--- config.mk ---
export PLATFORM = sky130hd
export DESIGN_NAME = branch_ctrl
export DESIGN_NICKNAME = d
export VERILOG_FILES = /design/src/rtl/cpu_pkg.sv /design/src/rtl/branch_ctrl_cond_eval.sv /design/src/rtl/branch_ctrl.sv
export SDC_FILE = /design/constraint.sdc
export NUM_CORES = 1
export LEC_CHECK = 0
export BUFFER_PORTS_ARGS = -buffer_cell sky130_fd_sc_hd__buf_2
export CAP_MARGIN = 20
export CORE_MARGIN = 2
export CORE_UTILIZATION = 43
export CTS_CLUSTER_DIAMETER = 60
export DETAILED_ROUTE_END_ITERATION = 16
export PLACE_DENSITY = 0.8
export SYNTH_ARGS = -nofsm -noshare
export SYNTH_HDL_FRONTEND = slang
export SYNTH_SLANG_ARGS = --single-unit
--- constraint.sdc ---
create_clock -name clk -period 1.6 [get_ports clk]
set_input_delay 0.24 -clock clk [delete_from_list [all_inputs] [get_ports clk]]
set_output_delay 0.24 -clock clk [all_outputs]
set_load 0.02 [all_outputs]
--- src/rtl/cpu_pkg.sv ---
// cpu_pkg: shared CPU types for the branch path.
//   br_cond_t : 2-bit branch condition code (JMP, JGT, JLT, JEQ)
//   flags_t   : architectural flag vector {N,Z,V,C}
//   F_N/F_Z/F_V/F_C : bit positions inside flags_t
package cpu_pkg;

  typedef enum logic [1:0] {
    BR_JMP = 2'b00,
    BR_JGT = 2'b01,
    BR_JLT = 2'b10,
    BR_JEQ = 2'b11
  } br_cond_t;

  localparam int F_N = 3;
  localparam int F_Z = 2;
  localparam int F_V = 1;
  localparam int F_C = 0;

  typedef logic [3:0] flags_t;

endpackage

--- src/rtl/branch_ctrl_cond_eval.sv ---
// cond_eval: purely combinational branch condition resolver.
// Ports:
//   cond  in  branch condition code
//   flags in  {N,Z,V,C} used for the decision
//   taken out 1 when the branch is taken
module cond_eval
  import cpu_pkg::*;
(
  input  br_cond_t cond,
  input  flags_t   flags,
  output logic     taken
);

  // JGT/JLT are signed comparisons: "less than" means the sign of the
  // subtraction result disagrees with the overflow flag.
  always_comb begin
    taken = 1'b0;
    unique case (cond)
      BR_JMP: taken = 1'b1;
      BR_JGT: taken = !flags[F_Z] && (flags[F_N] == flags[F_V]);
      BR_JLT: taken = (flags[F_N] != flags[F_V]);
      BR_JEQ: taken = flags[F_Z];
      default: taken = 1'b0;
    endcase
  end

endmodule

--- src/rtl/branch_ctrl.sv ---
// branch_ctrl: branch sequencer between decode and the PC register.
// Holds the architectural NZVC flags, accepts one branch at a time, waits
// for in-flight flag producers, resolves the condition and, when taken,
// redirects the PC and flushes fetch/decode.
// Ports:
//   clk, rst     clock / synchronous active-high reset
//   br_valid     decode presents a branch (accepted when br_ready is high)
//   br_cond      00 JMP, 01 JGT, 10 JLT, 11 JEQ
//   br_target    branch destination
//   flag_we      ALU writes flags this cycle
//   alu_flags    {N,Z,V,C} from the ALU
//   flag_pend    a flag-setting instruction is still in EX/MEM
//   br_ready     sequencer can accept a branch
//   stall        hold fetch/decode
//   pc_load      one-cycle PC redirect strobe
//   pc_target    registered redirect address
//   flush        squash fetch/decode contents
//   flags_q      architectural {N,Z,V,C}
//   timeout_err  one-cycle pulse when waiting for flags gives up
module branch_ctrl
  import cpu_pkg::*;
#(
  parameter int PC_W      = 32,
  parameter int FLUSH_CYC = 2,
  parameter int WAIT_MAX  = 8
) (
  input  logic            clk,
  input  logic            rst,
  input  logic            br_valid,
  input  logic [1:0]      br_cond,
  input  logic [PC_W-1:0] br_target,
  input  logic            flag_we,
  input  logic [3:0]      alu_flags,
  input  logic            flag_pend,
  output logic            br_ready,
  output logic            stall,
  output logic            pc_load,
  output logic [PC_W-1:0] pc_target,
  output logic            flush,
  output logic [3:0]      flags_q,
  output logic            timeout_err
);

  localparam int WCW = $clog2(WAIT_MAX + 1);
  localparam logic [WCW-1:0] WAIT_LAST = WCW'(WAIT_MAX - 1);
  localparam logic [3:0]     FL_INIT   = 4'(FLUSH_CYC - 1);

  typedef enum logic [1:0] {
    S_IDLE,
    S_WAIT_FLAGS,
    S_REDIRECT,
    S_FLUSH
  } state_t;

  state_t          state, state_nxt;
  logic [WCW-1:0]  wait_cnt, wait_cnt_nxt;
  logic [3:0]      fl_cnt, fl_cnt_nxt;
  br_cond_t        cond_q;
  logic [PC_W-1:0] tgt_q;
  logic            latch_br;
  flags_t          feff;
  br_cond_t        eval_cond;
  logic            taken;

  // A flag write in the same cycle overrides the stored flags, so a branch
  // behind the producing instruction sees the fresh result without waiting.
  assign feff      = flag_we ? alu_flags : flags_q;
  assign eval_cond = (state == S_IDLE) ? br_cond_t'(br_cond) : cond_q;
  assign pc_target = tgt_q;

  cond_eval u_cond_eval (
    .cond  (eval_cond),
    .flags (feff),
    .taken (taken)
  );

  // Next-state and output decode.
  always_comb begin
    state_nxt    = state;
    wait_cnt_nxt = wait_cnt;
    fl_cnt_nxt   = fl_cnt;
    latch_br     = 1'b0;
    br_ready     = 1'b0;
    stall        = 1'b0;
    pc_load      = 1'b0;
    flush        = 1'b0;
    timeout_err  = 1'b0;
    unique case (state)
      S_IDLE: begin
        br_ready = 1'b1;
        if (br_valid) begin
          latch_br = 1'b1;
          if (br_cond_t'(br_cond) == BR_JMP) begin
            state_nxt = S_REDIRECT;
          end else if (flag_pend && !flag_we) begin
            stall        = 1'b1;
            state_nxt    = S_WAIT_FLAGS;
            wait_cnt_nxt = '0;
          end else if (taken) begin
            state_nxt = S_REDIRECT;
          end
        end
      end
      S_WAIT_FLAGS: begin
        stall = 1'b1;
        if (flag_we) begin
          state_nxt = taken ? S_REDIRECT : S_IDLE;
        end else if (wait_cnt == WAIT_LAST) begin
          timeout_err = 1'b1;
          state_nxt   = taken ? S_REDIRECT : S_IDLE;
        end else begin
          wait_cnt_nxt = wait_cnt + 1'b1;
        end
      end
      S_REDIRECT: begin
        pc_load = 1'b1;
        flush   = 1'b1;
        if (FLUSH_CYC == 1) begin
          state_nxt = S_IDLE;
        end else begin
          state_nxt  = S_FLUSH;
          fl_cnt_nxt = FL_INIT;
        end
      end
      S_FLUSH: begin
        // The REDIRECT cycle already counted as the first flush cycle, so
        // this state lasts FLUSH_CYC-1 cycles and leaves as fl_cnt reaches 0.
        flush      = 1'b1;
        fl_cnt_nxt = fl_cnt - 4'd1;
        if (fl_cnt == 4'd1) begin
          state_nxt = S_IDLE;
        end
      end
      default: state_nxt = S_IDLE;
    endcase
  end

  // State, counters, latched branch and the architectural flag register.
  always_ff @(posedge clk) begin
    if (rst) begin
      state    <= S_IDLE;
      wait_cnt <= '0;
      fl_cnt   <= '0;
      cond_q   <= BR_JMP;
      tgt_q    <= '0;
      flags_q  <= '0;
    end else begin
      state    <= state_nxt;
      wait_cnt <= wait_cnt_nxt;
      fl_cnt   <= fl_cnt_nxt;
      if (latch_br) begin
        cond_q <= br_cond_t'(br_cond);
        tgt_q  <= br_target;
      end
      if (flag_we) begin
        flags_q <= alu_flags;
      end
    end
  end

endmodule

---- Word-level counts from Yosys, hierarchy flattened ----
Cells that the tools add are included.
operators by class
  add/subtract/negate cells ............... 2
  eq/ne operators ......................... 18
  muxes and demuxes ....................... 31
  reduce and logical (&&, ||, !) cells .... 12
operator list
  kind                 number
  $mux 4               6
  $mux 2               9
  $pmux 4 s2           2
  $mux 1               11
  $ne 2x2->1 const B   5
  $eq 2x2->1 const B   4
  $pmux 2 s4           1
  $logic_not 2->1      3
  $reduce_and 6->1     1
  $add 4x1->4 const B  1
  $eq 2x1->1 const B   2
  $eq 4x1->1 const B   1
  $eq 4x3->1 const B   1
  $ne 4x2->1 const B   1
  $pmux 1 s4           1
  $reduce_and 4->1     1
  $reduce_bool 2->1    2
  $sub 4x1->4 const B  1
  $ne 3x3->1 const B   1
  $logic_and 1x1->1    2
  $logic_not 1->1      2
  $ne 2x1->1 const B   1
  $pmux 1 s2           1
  $reduce_or 2->1      1
  2 further kinds      2
storage, ports and cells
  register bits after elaboration ......... 48
  input port bits ......................... 43
  output and inout port bits .............. 41

---- Depth between registers and ports, before layout ----
Gate-level depths: netlist of run 1.
  depth in word-level cells ............... 9
  mapped depth ............................ 7
  depth with buffers taken out ............ 6

---- Cells and area by module ----
From an unflattened synthesis of run 1, not the netlist that was laid out.
second synthesis, totals
  cells, all modules ...................... 243
  area total of the unflattened synthesis .. 1970.6 sq um
modules (own cells, without submodules)
  module       instances  cells an instance  area each (sq um)  sequential area each (sq um)
  branch_ctrl  1          237                1936.9             960.9
  cond_eval    1          6                  33.8               0.0

---- Worst setup path after synthesis of run 1 ----
OpenSTA, ideal clock, no wires.
  kind .................................... reg-to-reg
  start ................................... reg state[1]
  end ..................................... reg tgt_q[21], in the netlist pc_target[21]
  arrival time ............................ 1580 ps
  data required time ...................... 1529 ps
  slack ................................... -50 ps
  cell stages (with the launch flop) ...... 8
  buffers on the path ..................... 3
  period minus slack after synthesis ...... 1650 ps
  cell sequence ........................... dfxtp_1 -> buf_2 -> nor2_1 -> and2_1 -> buf_2 -> buf_2 -> nand2_1 -> a21oi_1
on the way
  longest elaborated chain between the ends .. 2
RTL lines
  item                      RTL line            text
  start: declaration        branch_ctrl.sv:55   state_t state, state_nxt;
  start signal: assignment  branch_ctrl.sv:148  state <= state_nxt;
  $logic_not 2->1           branch_ctrl.sv:88   unique case (state)
  $mux 1                    branch_ctrl.sv:88
  end signal: assignment    branch_ctrl.sv:153  tgt_q <= br_target;
  end: declaration          branch_ctrl.sv:59   logic [PC_W-1:0] tgt_q;
Every way passes these cells.
A chain may end at the register's enable or synchronous reset.

---- Worst setup path in the final report of run 1 ----
  start ................................... reg wait_cnt[0]
  end ..................................... reg wait_cnt[1]
on the way
  longest elaborated chain between the ends .. 4
  elaborated cells on any way between the ends .. 7
  those cells by class .................... 1 x add/sub; 2 x eq/ne; 3 x mux; 1 x reduce/logical
RTL lines
  item                      RTL line            text
  start: declaration        branch_ctrl.sv:56   logic [WCW-1:0] wait_cnt, wait_cnt_nxt;
  start signal: assignment  branch_ctrl.sv:149  wait_cnt <= wait_cnt_nxt;
  $add 4x1->4               branch_ctrl.sv:112  wait_cnt_nxt = wait_cnt + 1'b1;
  $mux 4                    branch_ctrl.sv:108  end else if (wait_cnt == WAIT_LAST) begin
  $mux 4                    branch_ctrl.sv:106  if (flag_we) begin
  $pmux 4 s2                branch_ctrl.sv:88
Several ways; a longest one is shown, not always the timed one. The select of a mux whose other input is x is not followed.

==> run metrics, run 1 <==
Max Clk Rate a little over 0.6 GHz; RSZ-0062 raised after global routing true; area fraction of the dominant cell type after synthesis 0.465; synthesized cell area between 2000 and 2500 µm²; power per cell area 1390 nW/µm²; Peak VDD IR 0.000696 V; Synth area leaders dfxtp_1, nand2_1, a21oi_1; vias in the first global route about 1900; Yosys top cell by area dfxtp_1; Yosys cell types 40; EDFF count, synth 0; met3 Use GR 0.0590; Design Power approximately 3800 µW; setup TNS -4.01 ps; vias per cell 5.10; sequential element share of the synthesized area 0.465; FF+latch count, synth 48; htree depth 2; final setup margin -4.01 ps; XOR/XNOR Fraction of Synth Area 0.0170; Ports 84; final wirelength 4.95 mm; CTS Buf Count 5; via count about 2000; Pleak 0.00124 µW; Synth Area per Inst 8.04 µm²; area delta synth->final 33.8%; Final #Nets 392; die area 5370 µm²; first-pass GRT wire length 7.99 mm; failing checks negative setup slack; global route hottest layer met2; Slew @ Worst Pin about 390 ps; max-cap viol count 0; clock skew 12.0 ps; wire length per cell 12.3 µm; Async SR Flop Fraction 0; Tcrit/Tclk final 1.00; Final min period ~1600 ps; final setup vio count 1; Clock Sinks 48; CP Class flop to flop; initial antenna violation count 0; final antenna-violating net count 0; Synth Area in Simple Gates 0.256; CP Max Fanout 4; row cnt 25; Antenna diodes 0; root buf cell clkbuf_8; Final Hold Viols 0; M2 GR Usage 0.327; height of the die around 73 µm; Worst setup EP type flop; mux share of post-synthesis cell area 0.0394; dominant synthesized flop cell dfxtp_1; max-slew violations 0; Port Buf Inserts 83; cells after synthesis 257; startpoint types flop; DR pass1 iterations 4; Critical Path RT 1810 ps; starting density of the core 0.440; share of layout cells above drive strength 1 0.363; GRT Total Usage 0.189; die span in x roughly 73 µm; DRC viols 0; CTS Buffer Depth 2; Util after Layout 0.589; critical path data arrival time 1810 ps; outcome finished, violations left; Cell Area, Placed 2620 µm²; Clock Latency Late Sink ~310 ps; CTS tree built; Synth Area in Compound Gates 0.160; HP Class primary input to flop; Slew HR 0.740; gpl congestion 0.880; Warnings, synthesis 0; Synth Area in Adders 0.0182; largest net degree at the start of global routing 33; main combinational cell family by area after synthesis simple AND/OR/NAND/NOR gates; met1 Use GR 0.225; design area 2760 µm²; Final HPWL DP approximately 3.6 mm; WHS 160 ps; core area 4690 µm²; clock slew seen by the registers of the worst setup and hold paths ~100 ps; DRT iter0 DRCs ~130; Post-Syn Nets 303; GR Overflow Total 0
per-layer routing:
| layer | up-vias | routed length (µm) | share of wire |
|---|---|---|---|
| met4 | 0 | 65 | 0.013 |
| met2 | 71 | 2470 | 0.50 |
| met5 | - | 0 | 0 |
| met1 | 940 | 2070 | 0.42 |
| li1 | 1030 | - | - |
| met3 | 6 | 342 | 0.069 |
registers in the layout, summed over array words and instances, names as in the netlist:
register	cells
cond_q	2
fl_cnt	4
flags_q	4
pc_target	32
state	2
wait_cnt	4
critical path, cell delays in order, from the launching register on:
cell	delay, ps
dfxtp_2	350
ha_4	150
and3b_1	190
or3_4	360
a21oi_4	200
mux2i_1	200
nor2_1	50
final timing paths:
kind	cells after the start	endpoint	startpoint	slack, ps
worst max register to register	6	wait_cnt[1]	wait_cnt[0]	-4
worst min-delay path	3	pc_target[6]	br_target[6]	160
worst min register to register	2	pc_target[26]	pc_target[26]	450
worst max-delay path	6	wait_cnt[1]	wait_cnt[0]	-4
kinds of logic after synthesis:
family	after synthesis
multiplexers	8
flip-flops	48
buffers and inverters	21
XOR/XNOR	4
adder cells (fa/ha/maj)	3
AO/OA/AOI/OAI	54
AND/OR/NAND/NOR	119
through the flow:
stage / cells / worst slack (ps)
2_1_floorplan: 257 / 12.9
3_3_place_gp: 392 / -28.7
3_5_place_dp: 392 / -64.5
4_1_cts: 401 / -13.2
5_1_grt: 401 / -67.1
6_report: 401 / -4.01
final cells by class:
class                      count  area, µm²
fill                         428       1930
multi-input combinational    188       1050
sequential                    48        967
timing repair buffer          99        563
clock buffer                   6       82.6
tap                           54       67.6
clock inverter                 2       15.0
inverter                       4       15.0
layout by cell type (no fill, tap or decap), types with 3 or more instances in the layout:
master | synthesis | routed
nor3_1 | 4 | 3
inv_1 | 4 | 4
dfxtp_2 | 0 | 5
buf_4 | 0 | 15
a21oi_1 | 39 | 38
mux2i_1 | 7 | 7
clkbuf_8 | 0 | 6
xnor2_1 | 4 | 3
nand2b_1 | 3 | 3
dfxtp_1 | 48 | 43
buf_2 | 5 | 82
nand3_1 | 3 | 3
nand2_1 | 77 | 77
nor2_1 | 17 | 16
o21ai_0 | 3 | 3
cells in the mapped netlist, drive strengths merged, types with 2 or more instances:
library cell   n
buf            8
nand2         77
dfxtp         48
inv            4
nor3b          4
nor2b          2
clkbuf         9
nor3           4
nand2b         3
xnor2          4
ha             3
o21ai          3
or3            2
nand3          3
a21oi         40
nor2          17
mux2i          7
where the power goes:
part	leakage, µW	total [µW]	switching [µW]	internal [µW]
Clock	0.0000434	778	427	350
Sequential	0.000395	1550	139	1420
Combinational	0.000806	1500	902	596
what timing repair did:
item	4_1_cts	5_1_grt
setup endpoints to repair	6	8
hold buffers	0	0
pin swaps	3	3
gates resized for setup	6	6
buffers inserted	1	0
Power figures use the tool's default switching activity.
==> run 2, diff against run 1 <==
==> constraint.sdc (replaced) <==
create_clock -name clk -period 1.3 [get_ports clk]
set_input_delay 0.195 -clock clk [delete_from_list [all_inputs] [get_ports clk]]
set_output_delay 0.195 -clock clk [all_outputs]
set_load 0.02 [all_outputs]
==> run 2 against run 1 <==
  * The run still ends with negative setup slack left
  * First-iteration DRC count down 3.8%
  * Clock skew down 4.5 ps
  * Combinational power rose to 2.6 times the previous value
  * Final area up 40%
  * Routed wire length up 71%
  * Largest power group is now combinational cells
  * Via count up 20%
  * Sequential cell count unchanged
  * Utilization up 24 points
  * Power up 78%
  * Maximum frequency down 4.1%
  * Sequential power up 34%
  * Critical path depth up 1
==> run metrics, run 2 (synthesized netlist as in run 1, its figures left out) <==
largest net degree at the start of global routing 24 (-27%); RSZ-0062 raised after global routing true; Worst setup EP type flop; register-to-register setup slack -370 ps (-370 ps); wire length per cell 19.1 µm (+55%); WHS 115 ps (-45.2 ps); Routed met3 length 419 µm (+23%); critical path data arrival time 1900 ps (+90 ps); Antenna diodes 0 (unchanged); Final #Nets 434 (+11%); Final HPWL DP 3.71 mm (+3.5%); worst hold path depth 3 (unchanged); first-pass GRT wire length 10.7 mm (+34%); Clock Sinks 48 (unchanged); clock skew 7.59 ps (-4.45 ps); outcome finished, violations left; Port Buf Inserts 83 (unchanged); Hold Path End pc_target[27]; DRC viols 0 (unchanged); Final Hold Viols 0 (unchanged); CTS Buffer Depth 2 (unchanged); startpoint types flop; hold_buf cts 0 (unchanged); placed insts 406 (+3.6%); vias per cell 5.53 (+8.3%); hold_sp br_target[27]; starting density of the core 0.440 (unchanged); Final min period 1670 ps (+67.9 ps); DR pass1 iterations 4 (unchanged); die span in x 73.3 µm (unchanged); Pleak 0.00180 µW (+44%); area delta synth->final 87.5%; Clock Latency Late Sink 310 ps (about the same); Post-Layout Cell Count 443 (+10%); vias in the first global route 2212 (+17%); Slew HR 0.699 (-0.0408); Reg power frac 0.304 (-0.102); Ports 84 (unchanged); row cnt 25 (unchanged); Max Clk Rate 0.598 GHz (-4.1%); GRT Total Usage 0.265 (+0.0762); initial antenna violation count 0 (unchanged); Clk network pwr share 0.133 (-0.070); met2 WL 4.28 mm (+74%); gpl congestion 0.840 (-4.5%); CP Max Fanout 3 (-1); final wirelength 8.46 mm (+71%); Top Metal Used met4; CTS tree built; power per cell area 1760 nW/µm² (+27%); commonest non-fill, non-tap cell in the layout buf_2; Critical Path RT 1530 ps (-280 ps); htree depth 2 (unchanged); die area 5370 µm² (unchanged); final setup vio count 44 (+43); CP Class flop to flop; HP Class primary input to flop; failing checks negative setup slack; max-cap viol count 0 (unchanged); Metal-1 WL 3.47 mm (+68%); share of layout cells above drive strength 1 0.710 (+0.346); Reg2Reg Depth 7 (+1); GR Overflow Total 0 (unchanged); height of the die 73.3 µm (unchanged); most frequent cells in the layout buf_2, dfxtp_1, nand2_4; Gate power share 0.563 (+0.172); root buf cell clkbuf_8; Switching Fraction 0.409 (+0.0260); via count 2448 (+20%); Reg-to-Reg End state[0]; final antenna-violating net count 0 (unchanged); clock slew seen by the registers of the worst setup and hold paths 100 ps (about the same); Largest register FFs 32 (unchanged); Tcrit/Tclk final 1.29 (+0.284); r2r startpoint wait_cnt[0]; total net switching power 2790 µW (+90%); core area 4690 µm² (unchanged); max-slew violations 0 (unchanged); Power Internal 4030 µW (+71%); DRT iter0 DRCs 127 (-3.8%); Slew @ Worst Pin 451 ps (+61.1 ps); Peak VDD IR 0.00120 V (+73%); CTS Buf Count 5 (unchanged); final setup margin -372 ps (-368 ps)
[run 2: cell types whose count changed in the layout (fill, tap and decap cells not counted), moves of 2 or more]
cell	change
a21oi_1	-36
a21oi_2	+36
buf_12	+5
buf_16	+3
buf_2	-3
buf_4	+14
buf_6	+18
buf_8	+4
dfxtp_1	-2
dfxtp_4	+3
nand2_1	-64
nand2_2	+24
nand2_4	+39
[run 2: timing repair]
action | in CTS | in global routing
setup buffers | 17 | 12
endpoints found under the setup margin | 45 | 46
gates cloned | 8 | 1
pin swaps | 36 | 58
gates resized for setup | 77 | 124
[run 2: power by group through the flow]
stage                     Sequential (µW)  Clock (µW)  Combinational, µW
after floorplan                      2170           0               1050
after detailed placement             1940           0               1960
after global placement               1930           0               1920
after CTS                            1970         900               3220
final                                2070         907               3840
after global routing                 2090         993               4020
[run 2: worst max-delay path by stage]
| stage | start | endpoint | slack, ps | cells after the start |
|---|---|---|---|---|
| global placement | flag_we | wait_cnt[1] | -270 | 6 |
| floorplan | wait_cnt[0] | wait_cnt[1] | -240 | 6 |
| CTS | wait_cnt[0] | wait_cnt[1] | -310 | 6 |
| detailed placement | flag_we | wait_cnt[1] | -310 | 6 |
| finish | wait_cnt[0] | state[0] | -370 | 7 |
| global route | wait_cnt[1] | state[0] | -450 | 7 |
[run 2: area by class of cell]
cell class                 instances  area [µm²]
tap                               54        67.6
clock buffer                       6        72.6
timing repair buffer             141        1120
multi-input combinational        188        1600
sequential                        48         977
clock inverter                     2        12.5
inverter                           4        17.5
fill                             257         820
[run 2: critical path: stages, from the launching register on]
cell and delay [ps]:
dfxtp_2 340, ha_4 150, and3b_2 220, buf_4 140, nor3_4 150, o21bai_1 150
o32a_1 230, mux2i_1 200
[run 2: layer usage]
metal  up-vias  track usage
met5         -            0
li1       1122            -
met3        28       0.0535
met2       119        0.456
met4         0        0.113
met1      1179        0.320
[run 2: through the flow]
| step | area (µm²) | setup WS (ps) | TNS [ps] | utilization | total power (µW) |
|---|---|---|---|---|---|
| final | 3870 | -372 | -9070 | 0.825 | 6820 |
| after global routing | 3870 | -449 | -10520 | 0.825 | 7110 |
| after CTS | 3460 | -312 | -7780 | 0.737 | 6090 |
| after detailed placement | 2760 | -305 | -6390 | 0.589 | 3900 |
| after global placement | 2760 | -274 | -4950 | 0.589 | 3850 |
| after floorplan | 2120 | -241 | -1090 | - | 3210 |
==> run 3, diff against run 2 <==
--- a/config.mk
+++ b/config.mk
@@ -7,6 +7,7 @@
 export LEC_CHECK = 0
 export BUFFER_PORTS_ARGS = -buffer_cell sky130_fd_sc_hd__buf_2
 export CAP_MARGIN = 20
+export CORE_ASPECT_RATIO = 1.2
 export CORE_MARGIN = 2
 export CORE_UTILIZATION = 43
 export CTS_CLUSTER_DIAMETER = 60
==> run 3 against run 2 <==
  * Power is 18% lower
  * Largest power group unchanged
  * Register-to-register slack better by 60 ps
  * The flow still finishes with violations (negative setup slack)
  * Non-clock buffer count is 21 lower
  * Sequential cell count stayed put
==> run metrics, run 3 (synthesized netlist as in run 1, its figures left out) <==
Port Buf Inserts 83 (unchanged); CP Max Fanout 4 (+1); clock slew seen by the registers of the worst setup and hold paths 90 ps (about the same); final setup vio count 43 (-2.3%); CTS Buf Count 5 (unchanged); Post-Layout Cell Count 426 (-3.8%); Final min period 1610 ps (-63.9 ps); Clk network pwr share 0.201 (+0.068); root buf cell clkbuf_8; max-slew violations 0 (unchanged); Cell Chain, Critical Path ha_4 -> and3b_1 -> or3_4 -> a21oi_4 -> mux2i_1 -> nor2_1; initial antenna violation count 0 (unchanged); core area 4590 µm² (-2.1%); final antenna-violating net count 0 (unchanged); starting density of the core 0.450 (+0.00935); Peak VDD IR 0.00113 V (-6.4%); Clock Sinks 48 (unchanged); WHS 124 ps (+9.18 ps); slowest cell delay on critical path 360 ps (+20 ps); critical path data arrival time 1800 ps (-100 ps); Reg power frac 0.350 (+0.046); height of the die 79.9 µm (+9.0%); via count 2093 (-15%); gpl congestion 0.824 (-1.8%); area delta synth->final 57.8%; DR pass1 iterations 4 (unchanged); Slowest-stage cell, CP or3_4; Gate power share 0.449 (-0.114); largest net degree at the start of global routing 35 (+46%); Final HPWL DP 3.71 mm (about the same); htree depth 2 (unchanged); Util after Layout 0.710 (-0.116); Ports 84 (unchanged); Switching Fraction 0.362 (-0.0470); HP Class primary input to flop; wire length per cell 13.1 µm (-31%); failing checks negative setup slack; DRC viols 0 (unchanged); Clock Latency Late Sink 300 ps (about the same); power per cell area 1710 nW/µm² (-2.9%); die span in x 67.3 µm (-8.2%); Final #Nets 413 (-4.8%); final wirelength 5.58 mm (-34%); design area 3260 µm² (-16%); Critical Path RT 1490 ps (-40 ps); vias in the first global route 1911 (-14%); clock skew 8.39 ps (+0.800 ps); startpoint types flop; first-pass GRT wire length 8.56 mm (-20%); commonest non-fill, non-tap cell in the layout buf_2; CTS Buffer Depth 2 (unchanged); Tcrit/Tclk final 1.24 (-0.0491); Pleak 0.00150 µW (-16%); Slew HR 0.772 (+0.0722); CTS tree built; DRT iter0 DRCs 51 (-60%); Power Internal 3560 µW (-12%); Slew @ Worst Pin 343 ps (-108 ps); most frequent cells in the layout buf_2, nand2_1, dfxtp_1; GR Overflow Total 0 (unchanged); row cnt 27 (+8.0%); Final Hold Viols 0 (unchanged); outcome finished, violations left; GRT Total Usage 0.207 (-0.0584); placed insts 409 (+0.74%); die area 5380 µm² (about the same); total net switching power 2020 µW (-28%); vias per cell 4.91 (-11%); Antenna diodes 0 (unchanged); Largest register FFs 32 (unchanged); Worst setup EP type flop; RSZ-0062 raised after global routing true; hold_buf cts 0 (unchanged); Cell Area, Placed 2770 µm² (+0.36%); share of layout cells above drive strength 1 0.497 (-0.212); CP Class flop to flop; final setup margin -308 ps (+63.9 ps); Max Clk Rate 0.622 GHz (+4.0%); max-cap viol count 0 (unchanged)
## run 3: routing by layer
metal / part of all wire / GRT usage / up-vias
li1: - / - / 1077
met1: 0.42 / 0.246 / 950
met2: 0.53 / 0.370 / 58
met3: 0.041 / 0.0451 / 8
met4: 0.0091 / 0.0490 / 0
met5: 0 / 0 / -
## run 3: worst max-delay path, delay by kind of cell, from the launching register on
kind	cells	cell delay (ps)
adders and majority gates	1	150
AOI/OAI and AO/OA	1	200
and+or+nand+nor	3	610
DFF	1	340
muxes	1	200
## run 3: timing repair
item | in CTS | in global routing
gates cloned | 2 | 1
pin swaps | 8 | 34
setup buffers | 2 | 6
endpoints found under the setup margin | 45 | 44
resized for setup | 25 | 52
## run 3: area by class of cell
cell class / count / area (µm²)
timing repair buffer: 120 / 840
multi-input combinational: 188 / 1230
tap: 58 / 72.6
inverter: 4 / 17.5
fill: 373 / 1330
clock buffer: 6 / 82.6
sequential: 48 / 977
clock inverter: 2 / 38.8
## run 3: worst paths after layout
path                                 endpoint  cells past startpoint          start  slack (ps)
worst max-delay path              wait_cnt[1]                      6    wait_cnt[0]        -310
worst min-delay path             pc_target[8]                      3   br_target[8]         120
worst max register to register    wait_cnt[1]                      6    wait_cnt[0]        -310
worst min register to register  pc_target[17]                      2  pc_target[17]         460
## run 3: power groups by stage
stage	registers (µW)	clock network [µW]	logic (µW)
2_1_floorplan	2170	0	1050
3_3_place_gp	1930	0	1920
3_5_place_dp	1950	0	1960
4_1_cts	1940	1150	2250
5_1_grt	1980	1210	2720
6_report	1950	1120	2500
## run 3: through the flow
step / total power (µW) / setup TNS [ps] / setup slack (ps)
floorplan: 3210 / -1090 / -241
global placement: 3850 / -3690 / -282
detailed placement: 3900 / -4770 / -313
CTS: 5340 / -3560 / -308
global route: 5920 / -6670 / -388
finish: 5580 / -4240 / -308
